===== src/rtl/regfile_pkg.sv =====
// rtl/regfile_pkg.sv - shared register-file types, constants and parity helper
//
// Shared with decode and writeback.
//   REG_NUMREGS / REG_DW : default architectural register count and width
//   REG_AW               : default register address width
//   reg_addr_t           : register index at the default size
//   reg_data_t           : register value at the default size
//   REG_ZERO             : index of the hardwired-zero register x0
//   PARITY_MAXW          : widest data word parity() accepts
//   parity()             : even-parity bit of a zero-extended data word
package regfile_pkg;

    localparam int REG_NUMREGS = 32;
    localparam int REG_DW      = 32;
    localparam int REG_AW      = $clog2(REG_NUMREGS);
    localparam int PARITY_MAXW = 64;

    typedef logic [REG_AW-1:0] reg_addr_t;
    typedef logic [REG_DW-1:0] reg_data_t;

    localparam reg_addr_t REG_ZERO = '0;

    // Returns the bit that makes the total count of ones even. Narrower words
    // are zero-extended by the caller, which does not change their parity.
    function automatic logic parity(input logic [PARITY_MAXW-1:0] d);
        return ^d;
    endfunction

endpackage


===== src/rtl/regfile_scoreboard.sv =====
// rtl/regfile_scoreboard.sv - busy scoreboard for pending register producers
//
// Ports:
//   clk_i        in   1               clock
//   rst_ni       in   1               asynchronous active-low reset
//   alloc_i      in   1               mark alloc_addr_i busy
//   alloc_addr_i in   AW              destination being allocated
//   rel_i        in   NWPORTS         per-port release (accepted write, never x0)
//   rel_addr_i   in   NWPORTS*AW      per-port released register
//   busy_o       out  NUMREGS         registered busy vector
//   busy_next_o  out  NUMREGS         busy vector after this cycle's alloc/release
module regfile_scoreboard
    import regfile_pkg::*;
#(
    parameter  int NUMREGS = 32,
    parameter  int NWPORTS = 2,
    localparam int AW      = $clog2(NUMREGS)
) (
    input  logic                  clk_i,
    input  logic                  rst_ni,
    input  logic                  alloc_i,
    input  logic [AW-1:0]         alloc_addr_i,
    input  logic [NWPORTS-1:0]    rel_i,
    input  logic [NWPORTS*AW-1:0] rel_addr_i,
    output logic [NUMREGS-1:0]    busy_o,
    output logic [NUMREGS-1:0]    busy_next_o
);

    logic [NUMREGS-1:0] busy_q;
    logic [NUMREGS-1:0] busy_next;

    // Releases are applied before the allocation so that a new producer
    // issued in the same cycle as the old one's writeback keeps the entry busy.
    always_comb begin
        busy_next = busy_q;
        for (int p = 0; p < NWPORTS; p++) begin
            if (rel_i[p]) begin
                busy_next[rel_addr_i[p*AW +: AW]] = 1'b0;
            end
        end
        if (alloc_i && (alloc_addr_i != '0)) begin
            busy_next[alloc_addr_i] = 1'b1;
        end
        busy_next[0] = 1'b0;
    end

    always_ff @(posedge clk_i or negedge rst_ni) begin
        if (!rst_ni) begin
            busy_q <= '0;
        end else begin
            busy_q <= busy_next;
        end
    end

    assign busy_o      = busy_q;
    assign busy_next_o = busy_next;

endmodule


===== src/rtl/regfile_mp.sv =====
// rtl/regfile_mp.sv - multi-port register bank with bypass, x0 and busy scoreboard
//
// Optional feature macro: REGFILE_PARITY_EN (per-entry even parity, perr_o).
//
// Ports:
//   clk_i        in   1                 clock
//   rst_ni       in   1                 asynchronous active-low reset
//   re_i         in   NRPORTS           per-port read enable
//   raddr_i      in   NRPORTS*AW        per-port read address
//   rdata_o      out  NRPORTS*DATAWIDTH per-port read data, 1-cycle latency
//   rbusy_o      out  NRPORTS           per-port busy flag, sampled with the read
//   we_i         in   NWPORTS           per-port write enable (higher index wins)
//   waddr_i      in   NWPORTS*AW        per-port write address
//   wdata_i      in   NWPORTS*DATAWIDTH per-port write data
//   alloc_i      in   1                 mark alloc_addr_i busy
//   alloc_addr_i in   AW                destination being allocated
//   busy_o       out  NUMREGS           scoreboard vector
//   perr_o       out  NRPORTS           read parity error (0 without REGFILE_PARITY_EN)
module regfile_mp
    import regfile_pkg::*;
#(
    parameter  int NUMREGS   = 32,
    parameter  int DATAWIDTH = 32,
    parameter  int NRPORTS   = 2,
    parameter  int NWPORTS   = 2,
    localparam int AW        = $clog2(NUMREGS)
) (
    input  logic                           clk_i,
    input  logic                           rst_ni,
    input  logic [NRPORTS-1:0]             re_i,
    input  logic [NRPORTS*AW-1:0]          raddr_i,
    output logic [NRPORTS*DATAWIDTH-1:0]   rdata_o,
    output logic [NRPORTS-1:0]             rbusy_o,
    input  logic [NWPORTS-1:0]             we_i,
    input  logic [NWPORTS*AW-1:0]          waddr_i,
    input  logic [NWPORTS*DATAWIDTH-1:0]   wdata_i,
    input  logic                           alloc_i,
    input  logic [AW-1:0]                  alloc_addr_i,
    output logic [NUMREGS-1:0]             busy_o,
    output logic [NRPORTS-1:0]             perr_o
);

    logic [DATAWIDTH-1:0] bank [NUMREGS];

    logic [AW-1:0]        waddr [NWPORTS];
    logic [DATAWIDTH-1:0] wdata [NWPORTS];
    logic [NWPORTS-1:0]   wen;
    logic [AW-1:0]        raddr [NRPORTS];

    logic [DATAWIDTH-1:0] rd_val [NRPORTS];
    logic [NRPORTS-1:0]   rd_byp;
    logic [DATAWIDTH-1:0] rdata_q [NRPORTS];
    logic [NRPORTS-1:0]   rbusy_q;

    logic [NUMREGS-1:0]   busy_next;

    always_comb begin
        for (int p = 0; p < NWPORTS; p++) begin
            waddr[p] = waddr_i[p*AW +: AW];
            wdata[p] = wdata_i[p*DATAWIDTH +: DATAWIDTH];
            // x0 writes are dropped here so they neither store nor release.
            wen[p]   = we_i[p] && (waddr_i[p*AW +: AW] != '0);
        end
        for (int r = 0; r < NRPORTS; r++) begin
            raddr[r] = raddr_i[r*AW +: AW];
        end
    end

    regfile_scoreboard #(
        .NUMREGS (NUMREGS),
        .NWPORTS (NWPORTS)
    ) u_scoreboard (
        .clk_i        (clk_i),
        .rst_ni       (rst_ni),
        .alloc_i      (alloc_i),
        .alloc_addr_i (alloc_addr_i),
        .rel_i        (wen),
        .rel_addr_i   (waddr_i),
        .busy_o       (busy_o),
        .busy_next_o  (busy_next)
    );

    // Ascending port order: the highest-index port's assignment lands last
    // and therefore wins on an address collision.
    always_ff @(posedge clk_i or negedge rst_ni) begin
        if (!rst_ni) begin
            for (int i = 0; i < NUMREGS; i++) begin
                bank[i] <= '0;
            end
        end else begin
            for (int p = 0; p < NWPORTS; p++) begin
                if (wen[p]) begin
                    bank[waddr[p]] <= wdata[p];
                end
            end
        end
    end

    // Bypass mux: same priority as the bank write, x0 overrides everything.
    always_comb begin
        for (int r = 0; r < NRPORTS; r++) begin
            rd_val[r] = bank[raddr[r]];
            rd_byp[r] = 1'b0;
            for (int p = 0; p < NWPORTS; p++) begin
                if (wen[p] && (waddr[p] == raddr[r])) begin
                    rd_val[r] = wdata[p];
                    rd_byp[r] = 1'b1;
                end
            end
            if (raddr[r] == '0) begin
                rd_val[r] = '0;
            end
        end
    end

    always_ff @(posedge clk_i or negedge rst_ni) begin
        if (!rst_ni) begin
            for (int r = 0; r < NRPORTS; r++) begin
                rdata_q[r] <= '0;
            end
            rbusy_q <= '0;
        end else begin
            for (int r = 0; r < NRPORTS; r++) begin
                rdata_q[r] <= re_i[r] ? rd_val[r] : '0;
                rbusy_q[r] <= re_i[r] & busy_next[raddr[r]];
            end
        end
    end

    genvar gr;
    generate
        for (gr = 0; gr < NRPORTS; gr++) begin : g_rdata
            assign rdata_o[gr*DATAWIDTH +: DATAWIDTH] = rdata_q[gr];
        end
    endgenerate

    assign rbusy_o = rbusy_q;

`ifdef REGFILE_PARITY_EN
    logic                 par_q [NUMREGS];
    logic [NRPORTS-1:0]   rd_perr;
    logic [NRPORTS-1:0]   perr_q;

    function automatic logic par_of(input logic [DATAWIDTH-1:0] d);
        logic [PARITY_MAXW-1:0] e;
        e = '0;
        e[DATAWIDTH-1:0] = d;
        return parity(e);
    endfunction

    always_ff @(posedge clk_i or negedge rst_ni) begin
        if (!rst_ni) begin
            for (int i = 0; i < NUMREGS; i++) begin
                par_q[i] <= 1'b0;
            end
        end else begin
            for (int p = 0; p < NWPORTS; p++) begin
                if (wen[p]) begin
                    par_q[waddr[p]] <= par_of(wdata[p]);
                end
            end
        end
    end

    // Bypassed data never touched the array, so there is nothing to check.
    always_comb begin
        for (int r = 0; r < NRPORTS; r++) begin
            rd_perr[r] = !rd_byp[r] && (raddr[r] != '0) &&
                         (par_of(bank[raddr[r]]) != par_q[raddr[r]]);
        end
    end

    always_ff @(posedge clk_i or negedge rst_ni) begin
        if (!rst_ni) begin
            perr_q <= '0;
        end else begin
            perr_q <= re_i & rd_perr;
        end
    end

    assign perr_o = perr_q;
`else
    logic unused_byp;
    assign unused_byp = ^rd_byp;
    assign perr_o     = '0;
`endif

endmodule

===== config.mk =====
export PLATFORM = sky130hd
export DESIGN_NAME = regfile_mp
export DESIGN_NICKNAME = d
export VERILOG_FILES = /design/src/rtl/regfile_pkg.sv /design/src/rtl/regfile_scoreboard.sv /design/src/rtl/regfile_mp.sv
export SDC_FILE = /design/constraint.sdc
export NUM_CORES = 2
export LEC_CHECK = 0
export ABC_AREA = 0
export ABC_CLOCK_PERIOD_IN_PS = 4200
export BUFFER_PORTS_ARGS = -buffer_cell sky130_fd_sc_hd__clkbuf_2
export CAP_MARGIN = 20
export CELL_PAD_IN_SITES_DETAIL_PLACEMENT = 1
export CELL_PAD_IN_SITES_GLOBAL_PLACEMENT = 2
export CORE_MARGIN = 3
export CORE_UTILIZATION = 45
export DETAILED_ROUTE_END_ITERATION = 10
export GPL_TIMING_DRIVEN = 0
export HOLD_SLACK_MARGIN = 0.03
export PLACE_DENSITY_LB_ADDON = 0.1
export REMOVE_ABC_BUFFERS = 1
export SETUP_SLACK_MARGIN = 0.02
export SLEW_MARGIN = 20
export SYNTH_ARGS = -nofsm -noshare
export SYNTH_HDL_FRONTEND = slang
export SYNTH_HIERARCHICAL = 1
export SYNTH_SLANG_ARGS = --single-unit

===== constraint.sdc =====
create_clock -name clk_i -period 4.2 [get_ports clk_i]
set_input_delay 0.84 -clock clk_i [delete_from_list [all_inputs] [get_ports clk_i]]
set_output_delay 0.84 -clock clk_i [all_outputs]
set_load 0.05 [all_outputs]

==> flow_summary_export.csv <==
group,metric,value,unit
floorplanning,die_area,159500,um^2
synthesis,synthArstFlopShare,1.000,
setup_path,critPathKind,"in -> reg",
route,num_vias,60850,
setup_path,required,4.88,ns
synthesis,yosysSeqAreaShare,0.4028,
route,vias_per_cell,6.639,
final_layout,areaGrowthSynthToFinish,14.52,%
floorplanning,start_util,0.4557,
final_layout,layout-drive-gt1-share,0.1314,
cts,cts_buffers,138,
route,drt_iter0_drc,6082,
final_layout,utilization,0.5219,
synthesis,synth-edff-count,0,
cts,hold_buffers,0,
cts,cts_buffer_depth,3,
synthesis,synth-seq-cells,1121,
global_route,grt_pass1_vias,62400,
place,port_buffers,192,
setup_path,cp_max_fo,20,
sta,fin_crit_sh,0.9835,
route,wl_per_cell,33.88,um
sta,slew_headroom,0.2665,
cts,clk_pin_slew,0.06,ns
cts,clk-insertion-delay-late,0.80,ns
final_layout,final_design_area_no_fill,79750,um^2
synthesis,synth_top_cells_by_count,"mux2i_1 (1648), dfrtp_1 (1121), a21oi_1 (844), nor2_1 (758), clkbuf_1 (522)",
synthesis,avgSynthCellArea,9.591,um^2
global_route,gr-total-overflow,0,
route,wirelength,310600,um
final_layout,nFillCells,16590,
final_layout,final_net_count,7121,
route,detail-route-antenna-nets,0,
setup_path,r2r-end,"rdata_o[59]",
cts,cts.sinks,1121,
synthesis,yosysMostFrequentCell,"mux2i_1",
sta,fin_crit,4.131,ns
sta,rsz0062_at_grt,"false",
synthesis,ys_types,65,
sta,finalHoldViolCount,0,
setup_path,rr_worst_depth,4,
global_route,antenna_found_initial,13,
sta,drv_slew,0,
power,p_per_area,470.4,nW/um^2
flow_run,cap_violations,0,
cts,cts_tree,"done",
setup_path,regToRegSetupSlack,1.88,ns
sta,worst_slack,0.06926,ns
cts,cts_root_buffer,"clkbuf_16",
synthesis,ys_warn_count,6,
sta,clock.fmax,242.1,MHz
sta,setup_viol,0,
synthesis,synth_ff_type,"dfrtp_1",
setup_path,critPathLaunchType,"input port",
floorplanning,core_area,152800,um^2
floorplanning,num_io_pins,196,
cts,h-tree-depth,4,
synthesis,synth_top_cell_area_share,0.4028,
setup_path,timing.rr.start,"bank[315]",
place,dp_hpwl,202900,um
power,ir_worst_vdd,463.6,uV
route,drc_errors,0,
power,power,37.51,mW
floorplanning,die_h,399.4,um
synthesis,synthCells,7261,
global_route,grt_pass1_wl,447700,um
run_status,run_status,"complete, no violations",
route,first_pass_iters,5,
sta,worst_pin_slew,1.098,ns
sta,skew,0.02543,ns
synthesis,synth_top_area_cell,"dfrtp_1",
floorplanning,fp.dieW,399.4,um
setup_path,critPathArrivalTime,4.81,ns
power,power.leakage,37.10,nW
setup_path,end_kind,"flop",
synthesis,syn_area,69640,um^2
global_route,track_usage,0.3845,
place,preCtsSetupSlack,-1.345,ns
worst_hold_path,hp-class,"in -> async",
floorplanning,row_count,143,
place,gp_congestion,0.8166,
synthesis,synth_area_leaders,"dfrtp_1 (40%), mux2i_1 (24%), a21oi_1 (6.1%)",
final_layout,fin_cells,9166,
place,place_area,75130,um^2
global_route,grt_max_degree,86,
place,placed_cells,8912,
==> sequential cells by signal (all words and copies together), names as in the netlist <==
name and flops:
bank 1024, rdata_o 64, u_scoreboard/busy_o 31, rbusy_o 2
==> final cells by class <==
type	instances	area, um^2	area share
diodes	7	17.52	0.0002196
inverters	1	3.754	0.00004707
clock buffers	216	4275	0.05361
multi-input cells	5307	38470	0.4824
clock inverters	28	287.8	0.003608
repair buffers	456	6101	0.07650
well taps	2030	2540	0.03185
flip-flops and latches	1121	28050	0.3517
==> routing by layer <==
metal	up-vias	track usage	wire [um]
li1	25710	-	-
met1	31230	0.4936	123700
met2	2912	0.6096	142900
met3	991	0.08164	25580
met4	6	0.2023	18330
met5	-	0	33
==> through the flow <==
stage | setup TNS [ns] | hold WS, ns
after CTS | 0 | 0.08581
after floorplan | -71.95 | 0.3653
after global routing | 0 | 0.1026
after detailed placement | -29.37 | 0.3889
final | 0 | 0.06822
after global placement | - | 0.3793
==> report_power, final <==
| group | leakage [nW] | switching [mW] | total, mW | internal [mW] |
|---|---|---|---|---|
| clock network | 2.26 | 5.14 | 12.4 | 7.22 |
| logic | 21.2 | 5.12 | 9.44 | 4.32 |
| registers | 13.7 | 2.15 | 15.7 | 13.6 |
==> worst max-delay path, cell delays in order <==
cell and delay, ns:
clkbuf_2 0.43, nor2_1 0.24, nand3b_1 0.48, buf_8 0.24, and2_1 0.22, and3_1 0.52, a32oi_1 0.16, a22o_1 0.34
mux4_2 0.50, nor2b_1 0.18, a211oi_1 0.31, a211oi_1 0.10, a21oi_1 0.16, nor2b_1 0.06
==> placed cells by master, fill, tap and decap left out, drive strengths merged, types with 4 or more instances in the layout <==
cell type	instances
a22o	26
mux2	6
a311oi	22
diode	7
xor2	12
a22oi	270
bufinv	4
and3	4
nor3b	7
clkbuf	408
a21oi	844
and4	4
dfrtp	1121
conb	4
nand3	77
and2	11
nor4	65
nor3	12
mux4	144
or2	8
nand2	507
nand4	11
clkinv	16
buf	264
nor2b	117
o21ai	472
nand3b	5
nand2b	15
o22ai	128
xnor2	8
nor2	768
a31oi	10
a211oi	6
a32o	7
a32oi	4
inv	8
mux2i	1648
and3b	6
a211o	62
==> repair_timing <==
item,CTS,global route
pin swaps,1,1
buffers inserted,1,2
gates resized for setup,2,1
setup endpoints to repair,2,2
gates cloned,0,0
==> how the worst max path moves through the flow <==
stage	startpoint	endpoint	slack, ns
2_1_floorplan	raddr_i[4]	rdata_o[30]	-0.93
3_3_place_gp	rst_ni	bank[724]	-27.67
3_5_place_dp	waddr_i[7]	rbusy_o[0]	-1.34
4_1_cts	waddr_i[7]	rbusy_o[1]	0.16
5_1_grt	waddr_i[8]	rbusy_o[1]	0.14
6_report	waddr_i[8]	rbusy_o[1]	0.07
==> cell families after synthesis <==
kind of cell	synth area share
AOI/OAI and AO/OA	0.1525
muxes	0.2845
and+or+nand+nor	0.1039
buffers and inverters	0.05367
xor gates and xnor gates	0.002515
DFF	0.4028
other	0.0001078
Power figures use the tool's default switching activity.
